## config.mk

```make
export PLATFORM = sky130hd
export DESIGN_NAME = risc_control_fsm
export DESIGN_NICKNAME = d
export VERILOG_FILES = /design/src/rtl/risc_pkg.sv /design/src/rtl/risc_op_decoder.sv /design/src/rtl/risc_control_fsm.sv
export SDC_FILE = /design/constraint.sdc
export NUM_CORES = 1
export LEC_CHECK = 0
export CAP_MARGIN = 40
export CORE_ASPECT_RATIO = 1.1
export CORE_MARGIN = 3
export CORE_UTILIZATION = 39
export CTS_BUF_LIST = sky130_fd_sc_hd__clkbuf_8
export CTS_CLUSTER_DIAMETER = 200
export DETAILED_ROUTE_END_ITERATION = 7
export PLACE_DENSITY = 0.71
export SETUP_SLACK_MARGIN = 0.4
export SYNTH_ARGS = -nofsm -noshare
export SYNTH_HDL_FRONTEND = slang
export SYNTH_SLANG_ARGS = --single-unit
```

## constraint.sdc

```tcl
create_clock -name clk -period 2.2 [get_ports clk]
set_clock_uncertainty 0.2 [all_clocks]
set_input_delay 0.22 -clock clk [delete_from_list [all_inputs] [get_ports clk]]
set_output_delay 0.22 -clock clk [all_outputs]
set_load 0.01 [all_outputs]
```

## src/rtl/risc_pkg.sv

```systemverilog
// risc_pkg: shared encodings for the 16-bit RISC control unit, datapath and benches
package risc_pkg;
  typedef enum logic [2:0] {
    S_IDLE    = 3'd0,
    S_FETCH   = 3'd1,
    S_DECODE  = 3'd2,
    S_EXECUTE = 3'd3,
    S_MEM     = 3'd4,
    S_WB      = 3'd5,
    S_HALT    = 3'd6
  } state_t;
  typedef enum logic [3:0] {
    C_ALU, C_LD, C_ST, C_BEQ, C_JMP, C_LDI, C_NOP, C_HALT, C_ILL
  } op_class_t;
  localparam logic [3:0] OP_ADD  = 4'h0;
  localparam logic [3:0] OP_SUB  = 4'h1;
  localparam logic [3:0] OP_AND  = 4'h2;
  localparam logic [3:0] OP_OR   = 4'h3;
  localparam logic [3:0] OP_XOR  = 4'h4;
  localparam logic [3:0] OP_SHL  = 4'h5;
  localparam logic [3:0] OP_SHR  = 4'h6;
  localparam logic [3:0] OP_LD   = 4'h7;
  localparam logic [3:0] OP_ST   = 4'h8;
  localparam logic [3:0] OP_BEQ  = 4'h9;
  localparam logic [3:0] OP_JMP  = 4'hA;
  localparam logic [3:0] OP_LDI  = 4'hB;
  localparam logic [3:0] OP_NOP  = 4'hC;
  localparam logic [3:0] OP_HALT = 4'hF;
  localparam logic [2:0] ALU_ADD  = 3'd0;
  localparam logic [2:0] ALU_SUB  = 3'd1;
  localparam logic [2:0] ALU_PASS = 3'd7;
  localparam logic [1:0] PC_INC = 2'b00;
  localparam logic [1:0] PC_BR  = 2'b01;
  localparam logic [1:0] PC_JMP = 2'b10;
  localparam logic [1:0] WB_ALU = 2'b00;
  localparam logic [1:0] WB_MEM = 2'b01;
  localparam logic [1:0] WB_IMM = 2'b10;
endpackage

```

## src/rtl/risc_op_decoder.sv

```systemverilog
// risc_op_decoder: classifies the latched opcode into the control unit's instruction classes
module risc_op_decoder import risc_pkg::*; #(
  parameter int OPW = 4
) (
  input  logic [OPW-1:0] op,
  output op_class_t      cls
);
  // Opcodes D and E are unassigned and fall through to the illegal class
  always_comb begin
    cls = C_ILL;
    case (op)
      OP_ADD, OP_SUB, OP_AND, OP_OR, OP_XOR, OP_SHL, OP_SHR: cls = C_ALU;
      OP_LD:   cls = C_LD;
      OP_ST:   cls = C_ST;
      OP_BEQ:  cls = C_BEQ;
      OP_JMP:  cls = C_JMP;
      OP_LDI:  cls = C_LDI;
      OP_NOP:  cls = C_NOP;
      OP_HALT: cls = C_HALT;
      default: cls = C_ILL;
    endcase
  end
endmodule

```

## src/rtl/risc_control_fsm.sv

```systemverilog
// risc_control_fsm: multi-cycle Moore control unit sequencing the 16-bit RISC datapath
module risc_control_fsm import risc_pkg::*; #(
  parameter int OPW         = 4,
  parameter int MEM_TIMEOUT = 16
) (
  input  logic           clk,
  input  logic           reset,
  input  logic           run,
  input  logic [OPW-1:0] instr_op,
  input  logic           alu_zero,
  input  logic           mem_ack,
  output logic           pc_en,
  output logic [1:0]     pc_sel,
  output logic           ir_load,
  output logic [2:0]     alu_s,
  output logic           alu_src,
  output logic           reg_we,
  output logic [1:0]     wb_sel,
  output logic           mem_req,
  output logic           mem_we,
  output logic [2:0]     state,
  output logic [2:0]     nstate,
  output logic           halted,
  output logic           err
);
  localparam int CW = $clog2(MEM_TIMEOUT);
  state_t         st, nst, bnd;
  logic [OPW-1:0] op;
  logic [CW-1:0]  cnt;
  op_class_t      cls;
  logic           ill, tmo;
  risc_op_decoder #(.OPW(OPW)) u_dec (.op(op), .cls(cls));
  assign bnd    = run ? S_FETCH : S_IDLE;
  assign ill    = st == S_DECODE && cls == C_ILL;
  assign tmo    = st == S_MEM && !mem_ack && cnt == CW'(MEM_TIMEOUT - 1);
  assign state  = st;
  assign nstate = nst;
  // State, opcode latch, MEM wait counter and sticky fault flag
  always_ff @(posedge clk or negedge reset) begin
    if (!reset) begin
      st  <= S_IDLE;
      op  <= OPW'(OP_NOP);
      cnt <= '0;
      err <= 1'b0;
    end else begin
      st  <= nst;
      if (st == S_FETCH) op <= instr_op;
      cnt <= (st == S_MEM && nst == S_MEM) ? cnt + 1'b1 : '0;
      if (ill || tmo) err <= 1'b1;
    end
  end
  // Next state; every instruction ends at a boundary that only refetches while run is high
  always_comb begin
    nst = S_IDLE;
    case (st)
      S_IDLE:    nst = bnd;
      S_FETCH:   nst = S_DECODE;
      S_DECODE:  nst = cls == C_HALT ? S_HALT : (cls inside {C_JMP, C_NOP, C_ILL}) ? bnd : S_EXECUTE;
      S_EXECUTE: nst = (cls inside {C_LD, C_ST}) ? S_MEM : cls == C_BEQ ? bnd : S_WB;
      S_MEM:     nst = mem_ack ? (cls == C_LD ? S_WB : bnd) : tmo ? S_HALT : S_MEM;
      S_WB:      nst = bnd;
      S_HALT:    nst = S_HALT;
      default:   nst = S_IDLE;
    endcase
  end
  // Datapath strobes from state and latched opcode; only the BEQ branch looks at alu_zero
  always_comb begin
    pc_en   = 1'b0;
    pc_sel  = PC_INC;
    ir_load = 1'b0;
    alu_s   = ALU_ADD;
    alu_src = 1'b0;
    reg_we  = 1'b0;
    wb_sel  = WB_ALU;
    mem_req = 1'b0;
    mem_we  = 1'b0;
    halted  = 1'b0;
    case (st)
      S_FETCH: begin
        ir_load = 1'b1;
        pc_en   = 1'b1;
      end
      S_DECODE: begin
        pc_en  = cls == C_JMP;
        pc_sel = cls == C_JMP ? PC_JMP : PC_INC;
      end
      S_EXECUTE: begin
        alu_src = cls inside {C_LD, C_ST, C_LDI};
        alu_s   = cls == C_ALU ? op[2:0] : cls == C_LDI ? ALU_PASS : cls == C_BEQ ? ALU_SUB : ALU_ADD;
        pc_en   = cls == C_BEQ && alu_zero;
        pc_sel  = (cls == C_BEQ && alu_zero) ? PC_BR : PC_INC;
      end
      S_MEM: begin
        mem_req = 1'b1;
        mem_we  = cls == C_ST;
      end
      S_WB: begin
        reg_we = 1'b1;
        wb_sel = cls == C_LD ? WB_MEM : cls == C_LDI ? WB_IMM : WB_ALU;
      end
      S_HALT:  halted = 1'b1;
      default: ;
    endcase
  end
endmodule

```

==> impl_summary.txt <==
----------------------------------------------------
[Outcome]
  Outcome ... complete, but fails checks
  Violated checks ... negative setup slack

[Global routing]
  First-pass GRT wire length ... ~4500 um
  GR Util met2 ... about two fifths
  Via count of the first global-routing pass ... 979
  Total congestion overflow after global routing ... 0
  Met1 capacity usage during global routing ... 25.4%
  Met3 track demand over resource in global routing ... 2.45%
  Number of antenna violations at the first check in global routing ... 0
  Routing layer with the top usage in global route ... met2
  Overall routing resource usage ... 22.2%
  Maximum number of pins on one net before global-route repair ... 13

[Setup path]
  Critical Path RT ... around 1.8 ns
  Maximum fanout along the worst path ... 4
  Reg-to-reg critical path endpoint ... state[2]
  Data arrival time of the worst path ... between 2 and 2.5 ns
  Setup crit start kind ... flip-flop
  Critical path endpoint category ... primary output
  CP Cell Sequence ... buf_6 -> buf_4 -> or3b_4 -> o21ai_4 -> nand4b_1 -> a311o_1 -> buf_2
  Worst Reg2Reg Path Length in Cells ... 12
  Critical path's slowest cell ... dfrtp_2
  Origin of the critical flop-to-flop path ... op[0]
  Register-to-Register Setup Slack ... -0.01 ns
  Classification of the worst setup path ... reg2out
  Critical path buffer and inverter count ... 3
  Largest incremental delay on the critical path ... 0.45 ns
  Category of cells accounting for the largest share of critical-path delay ... simple AND/OR/NAND/NOR gates

[Die]
  Die outline area ... between 2000 and 3000 sq um
  Core box area ... 2020 sq um
  Die boundary height ... about 55 um
  Site row count ... 17
  Effective utilization at floorplan ... 41.8%
  Top-level I/O count ... 30
  Die extent in x ... about 50 um

[Synthesis]
  Netlist area before placement ... 845 sq um
  Adder-Cell Fraction of Synth Area ... 4.44%
  Warning count from the yosys run ... 0
  Largest area contributor in the netlist ... dfrtp_1
  Synthesized netlist net count ... roughly 110
  Main combinational cell family by area after synthesis ... simple AND/OR/NAND/NOR gates
  Prevailing post-synth register cell ... dfrtp_1
  Synth Instances ... 95
  Fraction of post-synthesis cell area in the top cell type by area ... between 20% and 30%
  Sequential cell area fraction in the yosys report ... 35.9%
  Unique masters post-synth ... 37
  Async set-reset flop share out of synthesis ... 100%
  Share of the synthesized area in compound gates (AO/OA/AOI/OAI) ... 11.7%
  Synth Register Bits ... 12
  EDFF count, synth ... 0
  Mean area per synthesized cell ... around 8.9 sq um
  Area share of xor/xnor cells in the synthesized design ... 3.11%
  Simple-gate portion of the synthesized area ... 33.3%
  Cells taking the most area after synthesis ... dfrtp_1, dfstp_2, nor2_1
  Multiplexer share of the synthesized area ... approximately 5.3%

[Timing]
  Number of pins with negative max-slew slack in the final report ... 0
  Slew at the pin closest to its max-slew limit ... 0.533 ns
  Final period demand of the worst path ... 2.45 ns
  Achievable clock frequency ... roughly 0.4 GHz
  Crit share post-route ... 111%
  Headroom to the max-slew limit ... 64.4%
  Final setup fails ... 4
  Unrepaired setup endpoints after global routing ... true
  Number of endpoints with negative hold slack in the final report ... 0
  Setup ws final ... -0.251 ns

[Detailed routing]
  Router iterations before antenna repair ... 4
  Routed length per instance ... 16.5 um
  Wire length reported by the detailed router ... 3310 um
  DRC ... 0
  Via-per-instance ratio ... 5.41
  Violation count after the first detailed-route iteration ... 24
  Post-route antenna net violation count ... 0
  Total via count in the routed design ... 1082

[Placement]
  Cells after DPL ... 173
  Half-perimeter wire length after detailed placement ... 1870 um
  Final Wtd Congestion ... 0.874
  Number of I/O port buffers ... 29

[CTS]
  Clock latency reported for the late side of the worst-skew pair ... between 0.2 and 0.3 ns
  Quantity of hold-fixing buffers added after cts ... 0
  Maximum buffer depth of the clock tree ... 2
  Worst-path clk slew ... 0.05 ns
  TritonCTS clock tree ... yes
  Clock Sink Count ... 12
  Number of CTS-inserted buffers ... 3
  Count of H-tree levels built during CTS ... 1
  CTS Root Buffer Type ... clkbuf_8

[Layout]
  Layout net count ... 185
  Final instance count without filler cells ... 200
  Fraction of final layout cells with drive strength greater than 1 ... about 58%
  Area of the multi-input gates ... 589 sq um
  Reg area ... 305 sq um
  Post-synthesis to final-layout area growth ... 99.7%
  # diodes ... 0
  Number of inserted filler cells in the final layout ... 119

[Worst hold path]
  Path category of the worst min-delay check ... in2async

[Power]
  Total chip power ... 2.55 mW
  Total leakage power ... 0.803 nW
  Maximum VDD drop ... 1.19 mV
  Power per unit of standard cell area ... between 1500 and 2000 nW/um^2

[Flow run]
  Max Cap Violations ... 0

----------------------------------------------------
power breakdown:
group | switching (mW) | internal [mW] | total, mW
sequential | 0.0871 | 0.315 | 0.402
clock | 0.0795 | 0.123 | 0.202
combinational | 0.801 | 1.14 | 1.94
through the flow:
| step | util (%) | cell area (sq um) | worst slack [ns] | hold slack, ns | TNS, ns |
|---|---|---|---|---|---|
| 4_1_cts | 79.0 | 1600 | -0.169 | 0.133 | -0.320 |
| 3_3_place_gp | 67.6 | 1370 | -0.286 | 0.256 | -0.757 |
| 5_1_grt | 83.5 | 1690 | -0.319 | 0.154 | -0.864 |
| 3_5_place_dp | 67.6 | 1370 | -0.328 | 0.264 | -0.853 |
| 2_1_floorplan | - | 875 | 0.193 | -0.276 | 0 |
| 6_report | 83.5 | 1690 | -0.251 | 0.124 | -0.563 |
cells in the final DEF (no fill, tap or decap), types with 3 or more instances in the layout:
master           Yosys  routed
clkdlybuf4s50_1      0      12
buf_4                1      31
a21oi_1              7       5
nand4b_1             3       3
dfrtp_1             10       8
clkbuf_8             0       3
nand2_1              5       4
inv_1                5       4
buf_6                2      21
mux2_2               3       3
nor2_1              13      11
nand3_1              8       6
buf_2                0       8
synthesized netlist by cell type (2+ instances only):
| library cell | n |
|---|---|
| a21oi_1 | 7 |
| and3_1 | 2 |
| buf_6 | 2 |
| dfrtp_1 | 10 |
| dfstp_2 | 2 |
| ha_1 | 3 |
| inv_1 | 5 |
| mux2_2 | 3 |
| nand2_1 | 5 |
| nand3_1 | 8 |
| nand4b_1 | 3 |
| nor2_1 | 13 |
| o21ai_0 | 3 |
| or3_1 | 3 |
| or3b_1 | 3 |
| xnor2_1 | 2 |
state kept, by name, indices dropped and copies added, names as in the netlist:
register	cells
cnt	4
err	1
op	4
state	3
worst max path at each step:
stage	from	to	slack, ns	cells after the start
detailed placement	op[0]	nstate[1]	-0.33	6
global placement	op[0]	nstate[1]	-0.29	6
global route	op[0]	nstate[0]	-0.32	7
floorplan	op[1]	nstate[1]	0.19	5
finish	op[0]	nstate[0]	-0.25	7
CTS	op[0]	nstate[1]	-0.17	6
logic make-up after synthesis:
family / Yosys count
simple gates: 48
compound gates: 16
flops: 12
buf+inv: 9
mux: 4
xor+xnor: 3
fa+ha+maj: 3
per-layer routing:
metal	share of wire, %	routed length [um]	vias to the layer above
met5	0	0	-
met4	2.1	71	0
met3	6.1	202	9
met2	51	1690	46
met1	41	1350	528
li1	-	-	499
repair_timing:
action	in CTS	in global routing
pin swaps	11	7
gates resized for setup	94	14
endpoints found under the setup margin	19	19
buffers inserted	17	6
worst reg2reg max path, stage by stage, from the launching register on:
cell and delay [ns]:
dfrtp_2 0.45, ha_4 0.29, buf_4 0.10, buf_6 0.09
nand4b_1 0.13, nor2_1 0.06, a21oi_1 0.11, o21ai_1 0.09
buf_4 0.14, buf_4 0.12, buf_4 0.11, buf_4 0.12
buf_4 0.12
cell type report:
class	count	area share [%]
tap	28	2.08
timing repair buffer	77	40.7
sequential	12	18.1
multi-input combinational	74	34.9
clock buffer	3	2.45
clock inverter	1	0.223
inverter	5	1.56
Power figures use the tool's default switching activity.
